==> src/rtl/mmio_seg7_if.sv <==
// rtl/mmio_seg7_if.sv - MMIO bus bundle shared by the CPU and the seven-segment display block
interface mmio_seg7_if;
   logic        mmio_read;
   logic        mmio_write;
   logic [31:0] mmio_addr;
   logic [31:0] mmio_write_data;
   logic        mmio_work;
   logic        mmio_done;
   logic [31:0] mmio_read_data;

   modport master (
      output mmio_read, mmio_write, mmio_addr, mmio_write_data,
      input  mmio_work, mmio_done, mmio_read_data
   );

   modport slave (
      input  mmio_read, mmio_write, mmio_addr, mmio_write_data,
      output mmio_work, mmio_done, mmio_read_data
   );
endinterface

==> src/rtl/mmio_seg7.sv <==
// rtl/mmio_seg7.sv - memory-mapped 8-digit common-anode seven-segment scanner
module mmio_seg7 #(
   parameter int SCAN_DIV = 100000
) (
   input  logic           sys_clk,
   input  logic           rst_n,
   mmio_seg7_if.slave     bus,
   output logic [7:0]     seg_pins,
   output logic [7:0]     digit_sel_pins
);
   localparam int PW = $clog2(SCAN_DIV);

   logic [PW-1:0] prescale;
   logic [2:0]    digit;

   logic [31:0] value_r;
   logic [7:0]  enable_r;
   logic [7:0]  dp_r;
   logic [7:0]  rawmode_r;
   logic [31:0] raw0_r;
   logic [31:0] raw1_r;

   logic [4:0]  reg_idx;
   logic [31:0] rd_mux;
   logic [3:0]  nibble;
   logic [7:0]  raw_byte;
   logic [7:0]  pattern;
   logic        unused_addr_lsb;

   assign bus.mmio_work = (bus.mmio_addr[31:16] == 16'hFFFF) &&
                          (bus.mmio_addr[15:7] == 9'b000000101);
   assign reg_idx         = bus.mmio_addr[6:2];
   assign unused_addr_lsb = &{1'b0, bus.mmio_addr[1:0]};

   function automatic logic [6:0] font7(input logic [3:0] n);
      case (n)
         4'h0: font7 = 7'h3F;
         4'h1: font7 = 7'h06;
         4'h2: font7 = 7'h5B;
         4'h3: font7 = 7'h4F;
         4'h4: font7 = 7'h66;
         4'h5: font7 = 7'h6D;
         4'h6: font7 = 7'h7D;
         4'h7: font7 = 7'h07;
         4'h8: font7 = 7'h7F;
         4'h9: font7 = 7'h6F;
         4'hA: font7 = 7'h77;
         4'hB: font7 = 7'h7C;
         4'hC: font7 = 7'h39;
         4'hD: font7 = 7'h5E;
         4'hE: font7 = 7'h79;
         default: font7 = 7'h71;
      endcase
   endfunction

   always_comb begin
      rd_mux = '0;
      case (reg_idx)
         5'd0: rd_mux = value_r;
         5'd1: rd_mux = {24'h0, enable_r};
         5'd2: rd_mux = {24'h0, dp_r};
         5'd3: rd_mux = {24'h0, rawmode_r};
         5'd4: rd_mux = raw0_r;
         5'd5: rd_mux = raw1_r;
         default: rd_mux = '0;
      endcase
   end

   // Part-select offsets are built by concatenation so the 3-bit index cannot overflow.
   always_comb begin
      nibble   = value_r[{digit, 2'b00} +: 4];
      raw_byte = digit[2] ? raw1_r[{digit[1:0], 3'b000} +: 8]
                          : raw0_r[{digit[1:0], 3'b000} +: 8];
      pattern  = 8'h00;
      if (enable_r[digit]) begin
         if (rawmode_r[digit])
            pattern = raw_byte;
         else
            pattern = {dp_r[digit], font7(nibble)};
      end
   end

   always_ff @(posedge sys_clk) begin
      if (!rst_n) begin
         prescale <= '0;
         digit    <= '0;
      end else if (prescale == PW'(SCAN_DIV - 1)) begin
         prescale <= '0;
         digit    <= digit + 3'd1;
      end else begin
         prescale <= prescale + 1'b1;
      end
   end

   always_ff @(posedge sys_clk) begin
      if (!rst_n) begin
         seg_pins       <= 8'hFF;
         digit_sel_pins <= 8'hFF;
      end else begin
         seg_pins       <= ~pattern;
         digit_sel_pins <= enable_r[digit] ? ~(8'b1 << digit) : 8'hFF;
      end
   end

   // A completed transaction always costs one idle cycle, so a held strobe yields done every other cycle.
   always_ff @(posedge sys_clk) begin
      if (!rst_n) begin
         bus.mmio_done      <= 1'b0;
         bus.mmio_read_data <= '0;
         value_r            <= '0;
         enable_r           <= 8'hFF;
         dp_r               <= '0;
         rawmode_r          <= '0;
         raw0_r             <= '0;
         raw1_r             <= '0;
      end else if (bus.mmio_done) begin
         bus.mmio_done      <= 1'b0;
         bus.mmio_read_data <= '0;
      end else if (bus.mmio_write) begin
         bus.mmio_done      <= 1'b1;
         bus.mmio_read_data <= '0;
         if (bus.mmio_work) begin
            case (reg_idx)
               5'd0: value_r   <= bus.mmio_write_data;
               5'd1: enable_r  <= bus.mmio_write_data[7:0];
               5'd2: dp_r      <= bus.mmio_write_data[7:0];
               5'd3: rawmode_r <= bus.mmio_write_data[7:0];
               5'd4: raw0_r    <= bus.mmio_write_data;
               5'd5: raw1_r    <= bus.mmio_write_data;
               default: ;
            endcase
         end
      end else if (bus.mmio_read) begin
         bus.mmio_done      <= 1'b1;
         bus.mmio_read_data <= rd_mux;
      end else begin
         bus.mmio_done      <= 1'b0;
         bus.mmio_read_data <= '0;
      end
   end
endmodule

==> src/flat_wrapper.sv <==
// flat-port wrapper written by rule: the top's interface ports become plain ports
module mmio_seg7_flat 
#(
   parameter int SCAN_DIV = 100000
)
  (sys_clk, rst_n, seg_pins, digit_sel_pins, bus_mmio_read, bus_mmio_write, bus_mmio_addr, bus_mmio_write_data, bus_mmio_work, bus_mmio_done, bus_mmio_read_data);
  mmio_seg7_if bus_i ();
  input  logic sys_clk;
  input  logic rst_n;
  output logic [7:0] seg_pins;
  output logic [7:0] digit_sel_pins;
  input wire logic [$bits(bus_i.mmio_read)-1:0] bus_mmio_read;
  input wire logic [$bits(bus_i.mmio_write)-1:0] bus_mmio_write;
  input wire logic [$bits(bus_i.mmio_addr)-1:0] bus_mmio_addr;
  input wire logic [$bits(bus_i.mmio_write_data)-1:0] bus_mmio_write_data;
  output wire logic [$bits(bus_i.mmio_work)-1:0] bus_mmio_work;
  output wire logic [$bits(bus_i.mmio_done)-1:0] bus_mmio_done;
  output wire logic [$bits(bus_i.mmio_read_data)-1:0] bus_mmio_read_data;
  assign bus_i.mmio_read = bus_mmio_read;
  assign bus_i.mmio_write = bus_mmio_write;
  assign bus_i.mmio_addr = bus_mmio_addr;
  assign bus_i.mmio_write_data = bus_mmio_write_data;
  assign bus_mmio_work = bus_i.mmio_work;
  assign bus_mmio_done = bus_i.mmio_done;
  assign bus_mmio_read_data = bus_i.mmio_read_data;
  mmio_seg7 #(.SCAN_DIV(SCAN_DIV)) u_core (.sys_clk(sys_clk), .rst_n(rst_n), .bus(bus_i), .seg_pins(seg_pins), .digit_sel_pins(digit_sel_pins));
endmodule
==> config.mk <==
export PLATFORM = sky130hd
export DESIGN_NAME = mmio_seg7_flat
export DESIGN_NICKNAME = d
export VERILOG_FILES = /design/src/rtl/mmio_seg7_if.sv /design/src/rtl/mmio_seg7.sv /design/src/flat_wrapper.sv
export SDC_FILE = /design/constraint.sdc
export NUM_CORES = 1
export LEC_CHECK = 0
export CAP_MARGIN = 40
export CORE_MARGIN = 1.5
export CORE_UTILIZATION = 45
export CTS_BUF_LIST = sky130_fd_sc_hd__clkbuf_4 sky130_fd_sc_hd__clkbuf_8
export DETAILED_ROUTE_END_ITERATION = 16
export GPL_TIMING_DRIVEN = 0
export PLACE_DENSITY = 0.77
export SLEW_MARGIN = 20
export SYNTH_ARGS = -nofsm -noshare
export SYNTH_HDL_FRONTEND = slang
export SYNTH_SLANG_ARGS = --single-unit
==> constraint.sdc <==
create_clock -name sys_clk -period 3.08 [get_ports sys_clk]
set_clock_uncertainty 0.05 [all_clocks]
set_input_delay 0.616 -clock sys_clk [delete_from_list [all_inputs] [get_ports sys_clk]]
set_output_delay 0.616 -clock sys_clk [all_outputs]
set_load 0.02 [all_outputs]
==> results of run 1 <==
==> cell type report <==
type	instances	area share, %
flip-flops and latches	189	36.6
multi-input cells	541	43.0
clock inverters	13	1.15
well taps	229	2.77
inverters	10	0.363
repair buffers	118	11.3
plain buffers	57	2.36
clock buffers	19	2.41
==> Yosys cell counts, drive strengths merged (2+ instances only) <==
master     n  share of area (%)
o211ai     6               0.53
nand4bb    2               0.27
and3       3               0.22
a32oi      2               0.21
and2       3               0.22
a222oi    24                2.8
or4        2               0.18
nand4b     3               0.31
buf       17               0.97
and4b      2               0.24
inv        9               0.40
mux2       6               0.80
a21oi      2               0.12
or3        2               0.15
nor3       6               0.41
mux4      28                7.4
mux2i    130                 15
clkbuf    40                1.8
nor2      53                2.3
o21ai      3               0.18
nor4       3               0.30
nand4     11               0.96
xor2       7               0.72
nand2     43                1.9
nor2b    114                8.4
nor3b      4               0.47
dfxtp    189                 45
nand3     20                1.2
ha        13                1.9
xnor2      9               0.93
a31oi      9               0.66
a22oi     24                2.1
==> cell usage in the layout (no fill, tap or decap), types with 4 or more instances in the layout <==
master | netlist | layout
mux2i_1 | 130 | 129
a222oi_1 | 24 | 24
o211ai_1 | 6 | 6
nand2_1 | 43 | 43
ha_1 | 13 | 13
xnor2_1 | 9 | 9
clkinvlp_4 | 0 | 4
inv_1 | 9 | 9
mux2_2 | 6 | 6
clkbuf_1 | 40 | 38
clkinv_4 | 0 | 4
nor3_1 | 5 | 5
nor2b_1 | 114 | 114
nor2_1 | 53 | 53
a31oi_1 | 9 | 9
dfxtp_1 | 189 | 189
a22oi_1 | 24 | 24
clkbuf_8 | 0 | 17
nand4_1 | 9 | 9
mux4_2 | 28 | 28
nand3_1 | 20 | 20
buf_2 | 15 | 13
clkdlybuf4s50_1 | 0 | 113
xor2_1 | 7 | 7
==> worst max-delay path: stages <==
cell and delay, ns:
clkdlybuf4s50_1 0.47, or3_1 0.36, clkbuf_1 0.14, nor3_1 0.59, nand4_1 0.41, buf_2 0.37, mux2i_1 0.20, nor2b_1 0.06
==> layer usage <==
| metal | vias to the layer above | share of wire, % | GRT usage, % |
|---|---|---|---|
| met3 | 46 | 8.9 | 5.13 |
| met2 | 368 | 46 | 38.8 |
| met1 | 3267 | 43 | 33.7 |
| met5 | - | 0 | 0 |
| li1 | 3141 | - | - |
| met4 | 0 | 2.2 | 9.25 |
==> final timing paths <==
| check | endpoint | slack, ns | depth (start not counted) |
|---|---|---|---|
| setup / recovery | u_core.value_r[25]$_SDFFE_PN0P_ | 0.17 | 8 |
| hold / removal | u_core.prescale[0]$_SDFF_PP0_ | 0.40 | 1 |
| setup reg to reg | u_core.seg_pins[3]$_SDFF_PN1_ | 0.21 | 9 |
| hold reg to reg | u_core.prescale[0]$_SDFF_PP0_ | 0.40 | 1 |
==> flip-flops by register name (all words and copies together), names as in the netlist <==
signal,cells
u_core.digit_sel_pins,8
u_core.seg_pins,8
u_core.bus.mmio_done,1
u_core.digit,3
u_core.rawmode_r,8
u_core.raw1_r,32
u_core.raw0_r,32
u_core.enable_r,8
u_core.value_r,32
u_core.dp_r,8
u_core.bus.mmio_read_data,32
u_core.prescale,17
==> through the flow <==
stage,std cells,util (%)
global route,1176,56.8
floorplan,797,-
finish,1176,56.8
detailed placement,1141,54.4
CTS,1175,56.6
global placement,1140,54.4
==> repair_timing <==
action	in CTS	in global routing
pin swaps	2	0
setup endpoints to repair	8	4
buffers inserted	2	0
resized for setup	7	3
==> kinds of logic (layout without fill, tap and decap cells) <==
| logic type | Yosys count | after routing |
|---|---|---|
| fa+ha+maj | 13 | 13 |
| mux | 164 | 164 |
| buf+inv | 67 | 217 |
| flops | 189 | 189 |
| simple gates | 273 | 273 |
| xor+xnor | 16 | 16 |
| compound gates | 75 | 75 |
==> power by group through the flow <==
| stage | logic (mW) | registers [mW] | clock network, mW |
|---|---|---|---|
| detailed placement | 0.232 | 2.51 | 0 |
| CTS | 0.234 | 2.46 | 1.56 |
| finish | 0.236 | 2.46 | 1.55 |
| floorplan | 0.0739 | 2.52 | 0 |
| global route | 0.250 | 2.46 | 1.66 |
| global placement | 0.232 | 2.51 | 0 |
==> results by group, run 1 <==
Outcome
  – Status: completed

Setup path
  – Critical path launch point: bus_mmio_addr[4]
  – CP Capture Type: flop
  – Worst r2r src: u_core.digit[0]$_SDFFE_PN0N_
  – CP Launch Type: primary input
  – CP arrival: 3.23 ns
  – Max FO, Critical Path: 10
  – Critical path class: primary input to flop
  – Critical path required time: 3.40 ns

Timing
  – Worst Max-Slew Pin Slew: 0.755 ns
  – RSZ-0062 raised after global routing: false
  – Max-slew violations: 0
  – Fin. Hold Viols: 0
  – Peak Freq: 0.343 GHz
  – Setup TNS: 0 ns
  – Slew headroom: 49.3%
  – Setup Viol. Count Final: 0
  – Final WS setup: 0.166 ns
  – Crit path time final: 2.91 ns
  – Worst hold margin: 0.404 ns
  – Final Cycle Share: 94.6%

Finish
  – Final instance area: 10,300 µm²
  – Fill cell count: 1,587
  – Final nets: 1,015
  – P&R area growth vs syn: 22.0%
  – Seq. cell area: 3780 µm²
  – Antenna Cells: 0
  – Multi-input combinational cell area: 4450 µm²
  – Layout cells sized above 1: 9.82%

Clocking
  – TritonCTS Buffers: 17
  – Clock sinks: 189
  – Worst-Skew Late Latency: 0.48 ns
  – Maximum clock insertion buffer count: 2
  – Max H-tree Level: 4
  – Hold buffer count at cts: 0
  – Root buffer cell: clkbuf_8
  – CTS tree: done
  – Clock transition at path regs: 0.09 ns

Power
  – Internal power component: 3.23 mW
  – Pwr/cell area: 410 nW/µm²
  – Design Power: 4.24 mW
  – Net switching power figure: 1.01 mW
  – Sequential share of power: 57.9%
  – Max VDD drop: 266 µV
  – LEAKAGE: 4.26 nW
  – Switching Fraction: 23.7%
  – Clock Power Share: 36.5%
  – Combinational share of power: 5.6%

Synth
  – Sequential share of the synthesized area: 44.7%
  – Synth Warn #: 0
  – Number of distinct library cells after synthesis: 45
  – Synth Register Bits: 189
  – Synth Area in Simple Gates: 17.8%
  – EDFF count, synth: 0
  – Post-synthesis adder-cell area fraction: 1.92%
  – Multiplexer share of the synthesized area: 23.6%
  – Synth Cell Area: 8470 µm²
  – Cells after Synth: 797
  – Ys flop type: dfxtp_1
  – Syn_nets: 878
  – Compound-gate portion of the synthesized area: 7.22%
  – Post-Synth XOR/XNOR Area: 1.65%
  – Avg Inst Size Synth: 10.6 µm²
  – Async SR Flop Fraction: 0%
  – Largest family of logic cells by synthesized area: multiplexers

Place
  – Placed cell areas: 9900 µm²
  – HPWL Detailed: 17,100 µm
  – RePlAce Congestion: 0.905
  – Dpl ws: -0.417 ns
  – Port-buffer cells: 114

Detailed routing
  – 1st-pass router iterations: 10
  – DRC marker count from the first detailed-route iteration: 863
  – DRC violations left: 0
  – Vias/cell: 5.80
  – Routed wire length: 23,600 µm
  – Antenna Nets Post-Route: 0
  – DR WL/cell: 20.0 µm
  – DR vias: 6,822

Floorplan
  – Core region area: 18,200 µm²
  – Die area: 19,700 µm²
  – Die Ht: 140 µm
  – # IOs: 118
  – Horiz. Die Dim: 140 µm
  – Row cnt: 49
  – Initial Util: 46.5%

Global routing
  – Grt total ovfl: 0
  – First-pass GRT wire length: 37,300 µm
  – GR Util All Layers: 24.8%
  – Vias in the first global route: 6,574
  – Antenna violations before repair: 1
  – Pin count of the biggest net entering global routing: 17

Flow run
  – Max Cap Viol: 0

Hold path
  – Hold_sp: u_core.prescale[0]$_SDFF_PP0_
  – Worst hold-check path type: flop to flop
(Power assumes the default switching activity.)
==> run 2: changes to the inputs <==
- MAX_ROUTING_LAYER: not set -> met4
- clock period: 3.08 -> 3.45 ns (I/O delays scaled with it)
==> results by group, run 2 (synthesis gave the netlist of run 1 again) <==
Clocking
  – Hold buffer count at cts: 0
  – Maximum clock insertion buffer count: 2
  – TritonCTS Buffers: 17
  – Root buffer cell: clkbuf_8
  – Clock sinks: 189
  – Max H-tree Level: 4
  – Worst-Skew Late Latency: 0.47 ns
  – CTS tree: done
  – Clock transition at path regs: 0.09 ns

Floorplan
  – Die Ht: 140 µm
  – Core region area: 18,200 µm²
  – Die area: 19,700 µm²
  – # IOs: 118
  – Initial Util: 46.5%
  – Horiz. Die Dim: 140 µm
  – Row cnt: 49

Hold path
  – Hold EP: u_core.prescale[0]$_SDFF_PP0_
  – WHS Path Cells: 1
  – Hold_sp: u_core.prescale[0]$_SDFF_PP0_
  – Worst hold-check path type: flop to flop

Detailed routing
  – Antenna Nets Post-Route: 0
  – Routed wire length: 23,500 µm
  – DRC marker count from the first detailed-route iteration: 846
  – Vias/cell: 5.74
  – DRC violations left: 0
  – DR vias: 6,738
  – 1st-pass router iterations: 8
  – DR WL/cell: 20.0 µm

Timing
  – Worst hold margin: 0.403 ns
  – Worst Max-Slew Pin Slew: 0.803 ns
  – Final Cycle Share: 94.2%
  – Final WS setup: 0.199 ns
  – Slew headroom: 46.0%
  – Fin. Hold Viols: 0
  – Peak Freq: 0.308 GHz
  – Max-slew violations: 0
  – Crit path time final: 3.25 ns
  – RSZ-0062 raised after global routing: false
  – Setup Viol. Count Final: 0

Outcome
  – Status: completed

Global routing
  – GR Util All Layers: 25.4%
  – First-pass GRT wire length: 37,200 µm
  – Pin count of the biggest net entering global routing: 17
  – Antenna violations before repair: 1
  – Vias in the first global route: 6,598
  – Grt total ovfl: 0

Setup path
  – CP Launch Type: flop
  – Critical path required time: 3.73 ns
  – Reg-to-Reg End: u_core.seg_pins[3]$_SDFF_PN1_
  – CP Capture Type: flop
  – Max FO, Critical Path: 10
  – Reg2Reg Depth: 9
  – Critical path class: flop to flop
  – Critical Path, Cell by Cell: clkbuf_1, clkbuf_2, mux4_2, mux2i_2, inv_1, ha_1, mux2_2, mux2i_1, o211ai_1
  – Crit path largest cell delay: 0.54 ns
  – CP arrival: 3.53 ns
  – FF-to-FF setup slack: 0.20 ns
  – Worst r2r src: u_core.digit[1]$_SDFFE_PN0N_
  – CP max-delay cell: clkbuf_1

Power
  – Pwr/cell area: 367 nW/µm²
  – Max VDD drop: 236 µV
  – Design Power: 3.79 mW
  – LEAKAGE: 4.24 nW

Finish
  – Multi-input combinational cell area: 4440 µm²
  – P&R area growth vs syn: 21.6%
  – Antenna Cells: 0
  – Commonest non-fill, non-tap cell in the layout: dfxtp_1
  – Layout cells sized above 1: 9.52%
  – Seq. cell area: 3780 µm²
  – Commonest cells after routing, fill and taps aside: dfxtp_1 (189), mux2i_1 (129), nor2b_1 (114)
  – Fill cell count: 1,589
  – Final nets: 1,013

Place
  – Port-buffer cells: 114
  – Dpl ws: -0.179 ns
  – HPWL Detailed: 17,100 µm
  – RePlAce Congestion: 0.921

Flow run
  – Max Cap Viol: 0
## run 2: changes by cell type in the layout (fill, tap and decap cells not counted), sizes merged
cell and delta:
buf -2
## run 2: power by group
group	internal (mW)	leakage [nW]	switching, mW
sequential	2.19	1.53	0.00442
clock	0.587	0.179	0.794
combinational	0.111	2.53	0.101
## run 2: layer usage
metal / GRT usage [%] / up-vias / share of wire (%)
met5: - / - / 0
met4: 9.92 / 0 / 2.1
met3: 4.58 / 40 / 7.5
met2: 38.4 / 319 / 46
met1: 33.8 / 3237 / 44
li1: - / 3142 / -
## run 2: cell type report
| cell class | instances | area share, % |
|---|---|---|
| Multi-Input combinational cell | 541 | 43.1 |
| Sequential cell | 189 | 36.7 |
| Timing Repair Buffer | 116 | 11.2 |
| Tap cell | 229 | 2.78 |
| Clock buffer | 19 | 2.42 |
| Buffer | 57 | 2.30 |
| Clock inverter | 13 | 1.15 |
| Inverter | 10 | 0.364 |
## run 2: worst max-delay path: cells and delay by family (launching register included)
kind | cells | cell delay (ns)
muxes | 4 | 1.19
adders and majority gates | 1 | 0.28
buffers and inverters | 3 | 1.11
AOI/OAI and AO/OA | 1 | 0.11
DFF | 1 | 0.37
## run 2: per-stage QoR
| stage | cells | TNS, ns | area (µm²) | util (%) |
|---|---|---|---|---|
| 6_report | 1174 | 0 | 10300 | 56.6 |
| 5_1_grt | 1174 | 0 | 10300 | 56.6 |
| 4_1_cts | 1173 | 0 | 10300 | 56.5 |
| 3_5_place_dp | 1141 | -0.226 | 9900 | 54.4 |
| 3_3_place_gp | 1140 | -0.213 | 9900 | 54.4 |
| 2_1_floorplan | 797 | 0 | 8470 | - |
## run 2: worst max path at each step
stage | start | to | cells after the start
3_3_place_gp | bus_mmio_addr[12] | bus_mmio_work | 5
6_report | u_core.digit[1]$_SDFFE_PN0N_ | u_core.seg_pins[3]$_SDFF_PN1_ | 9
3_5_place_dp | bus_mmio_addr[12] | bus_mmio_work | 5
4_1_cts | u_core.digit[0]$_SDFFE_PN0N_ | u_core.seg_pins[3]$_SDFF_PN1_ | 9
2_1_floorplan | u_core.digit[0]$_SDFFE_PN0N_ | u_core.seg_pins[3]$_SDFF_PN1_ | 9
5_1_grt | u_core.digit[1]$_SDFFE_PN0N_ | u_core.seg_pins[3]$_SDFF_PN1_ | 9
## run 2: what timing repair did
item / CTS / global route
endpoints found under the hold margin: 0 / 0
endpoints found under the setup margin: 2 / 4
setup buffers: 0 / 0
resized for setup: 4 / 2
pin swaps: 1 / 0
==> run 3: changes to the inputs <==
- GPL_TIMING_DRIVEN: 0 -> not set
==> results by group, run 3 (synthesis gave the netlist of run 1 again) <==
Outcome
  – Status: completed

Timing
  – Crit path time final: 3.31 ns
  – Setup Viol. Count Final: 0
  – Peak Freq: 0.302 GHz
  – Fin. Hold Viols: 0
  – RSZ-0062 raised after global routing: false
  – Final Cycle Share: 95.9%
  – Max-slew violations: 0
  – Slew headroom: 54.3%
  – Worst Max-Slew Pin Slew: 0.684 ns
  – Setup TNS: 0 ns

Setup path
  – Buf+Inv Stages, Crit Path: 2
  – CP Capture Type: primary output
  – Max FO, Critical Path: 2
  – CP arrival: 2.57 ns
  – Critical Path, Cell by Cell: clkdlybuf4s50_1, or4_1, nor3_2, and2_1, clkdlybuf4s50_1
  – CP max-delay cell: clkdlybuf4s50_1
  – Worst r2r src: u_core.digit[0]$_SDFFE_PN0N_
  – Critical path class: primary input to primary output
  – FF-to-FF setup slack: 0.74 ns
  – Reg2Reg Depth: 6
  – Crit path largest cell delay: 0.60 ns
  – Reg-to-Reg End: u_core.seg_pins[0]$_SDFF_PN1_
  – Critical path required time: 2.71 ns
  – CP Launch Type: primary input
  – Crit path top cell by count: clkdlybuf4s50_1
  – Cell family with most CP delay: buffers and inverters

Finish
  – Commonest non-fill, non-tap cell in the layout: dfxtp_1
  – Antenna Cells: 0
  – Layout cells sized above 1: 11.2%
  – End-of-flow core utilization: 56.5%
  – P&R area growth vs syn: 21.4%
  – Commonest cells after routing, fill and taps aside: dfxtp_1 (188), mux2i_1 (130), nor2b_1 (114), clkdlybuf4s50_1 (114), nor2_1 (53)
  – Final nets: 982

Floorplan
  – Initial Util: 46.5%
  – # IOs: 118
  – Horiz. Die Dim: 140 µm
  – Row cnt: 49
  – Die area: 19,700 µm²
  – Die Ht: 140 µm
  – Core region area: 18,200 µm²

Clocking
  – TritonCTS Buffers: 17
  – Max H-tree Level: 4
  – Clock sinks: 189
  – Worst-Skew Late Latency: 0.47 ns
  – Post_cts resized: 0
  – Root buffer cell: clkbuf_8
  – Maximum clock insertion buffer count: 2
  – CTS tree: done
  – Clock transition at path regs: 0.09 ns
  – Hold buffer count at cts: 0
  – Post-CTS setup buffers: 0

Detailed routing
  – DRC marker count from the first detailed-route iteration: 625
  – DR vias: 6,426
  – 1st-pass router iterations: 7
  – Routed wire length: 21,400 µm
  – DR WL/cell: 18.7 µm
  – Antenna Nets Post-Route: 0
  – DRC violations left: 0
  – Vias/cell: 5.62

Global routing
  – Grt total ovfl: 0
  – First-pass GRT wire length: 33,900 µm
  – Pin count of the biggest net entering global routing: 110
  – GR Util All Layers: 22.8%
  – Vias in the first global route: 6,203
  – Antenna violations before repair: 0

Power
  – LEAKAGE: 4.26 nW
  – Pwr/cell area: 369 nW/µm²
  – Max VDD drop: 254 µV

Hold path
  – Worst hold-check path type: flop to flop
  – Hold EP: u_core.prescale[0]$_SDFF_PP0_
  – WHS Path Cells: 1
  – Hold_sp: u_core.prescale[0]$_SDFF_PP0_

Flow run
  – Max Cap Viol: 0

Place
  – HPWL Detailed: 14,700 µm
  – RePlAce Congestion: 0.851
  – Port-buffer cells: 115
-- run 3: layout make-up --
type | count | area (µm²)
Sequential cell | 189 | 3780
Fill cell | 1548 | 7930
Clock buffer | 20 | 263
Tap cell | 229 | 287
Multi-Input combinational cell | 541 | 4420
Clock inverter | 12 | 113
Inverter | 10 | 37.5
Timing Repair Buffer | 142 | 1380
-- run 3: worst max-delay path by stage --
stage                               endpoint  slack [ns]                          from  cells past startpoint
2_1_floorplan  u_core.seg_pins[3]$_SDFF_PN1_        0.80  u_core.digit[0]$_SDFFE_PN0N_                      9
3_3_place_gp                   bus_mmio_work        0.14             bus_mmio_addr[12]                      5
3_5_place_dp                   bus_mmio_work        0.14             bus_mmio_addr[12]                      5
4_1_cts                        bus_mmio_work        0.13             bus_mmio_addr[12]                      5
5_1_grt                        bus_mmio_work        0.07             bus_mmio_addr[12]                      5
6_report                       bus_mmio_work        0.14             bus_mmio_addr[12]                      5
-- run 3: through the flow --
| stage | instance area [µm²] | total power, mW | worst slack [ns] | instances | hold slack [ns] |
|---|---|---|---|---|---|
| 2_1_floorplan | 8470 | 2.32 | 0.798 | 797 | 0.363 |
| 3_3_place_gp | 9870 | 2.44 | 0.140 | 1109 | 0.374 |
| 3_5_place_dp | 9880 | 2.44 | 0.141 | 1110 | 0.383 |
| 4_1_cts | 10300 | 3.82 | 0.132 | 1142 | 0.396 |
| 5_1_grt | 10300 | 3.93 | 0.0687 | 1143 | 0.431 |
| 6_report | 10300 | 3.79 | 0.143 | 1143 | 0.392 |
-- run 3: report_power, final --
part | switching [mW] | internal, mW
sequential | 0.00444 | 2.19
combinational | 0.0904 | 0.112
clock | 0.790 | 0.609
total | 0.885 | 2.91
-- run 3: routing by layer --
layer,part of all wire [%],track usage [%],wire [µm]
met2,46,34.5,9920
met4,1.9,7.20,406
met3,6.4,4.68,1360
met5,0,-,0
met1,45,30.7,9720
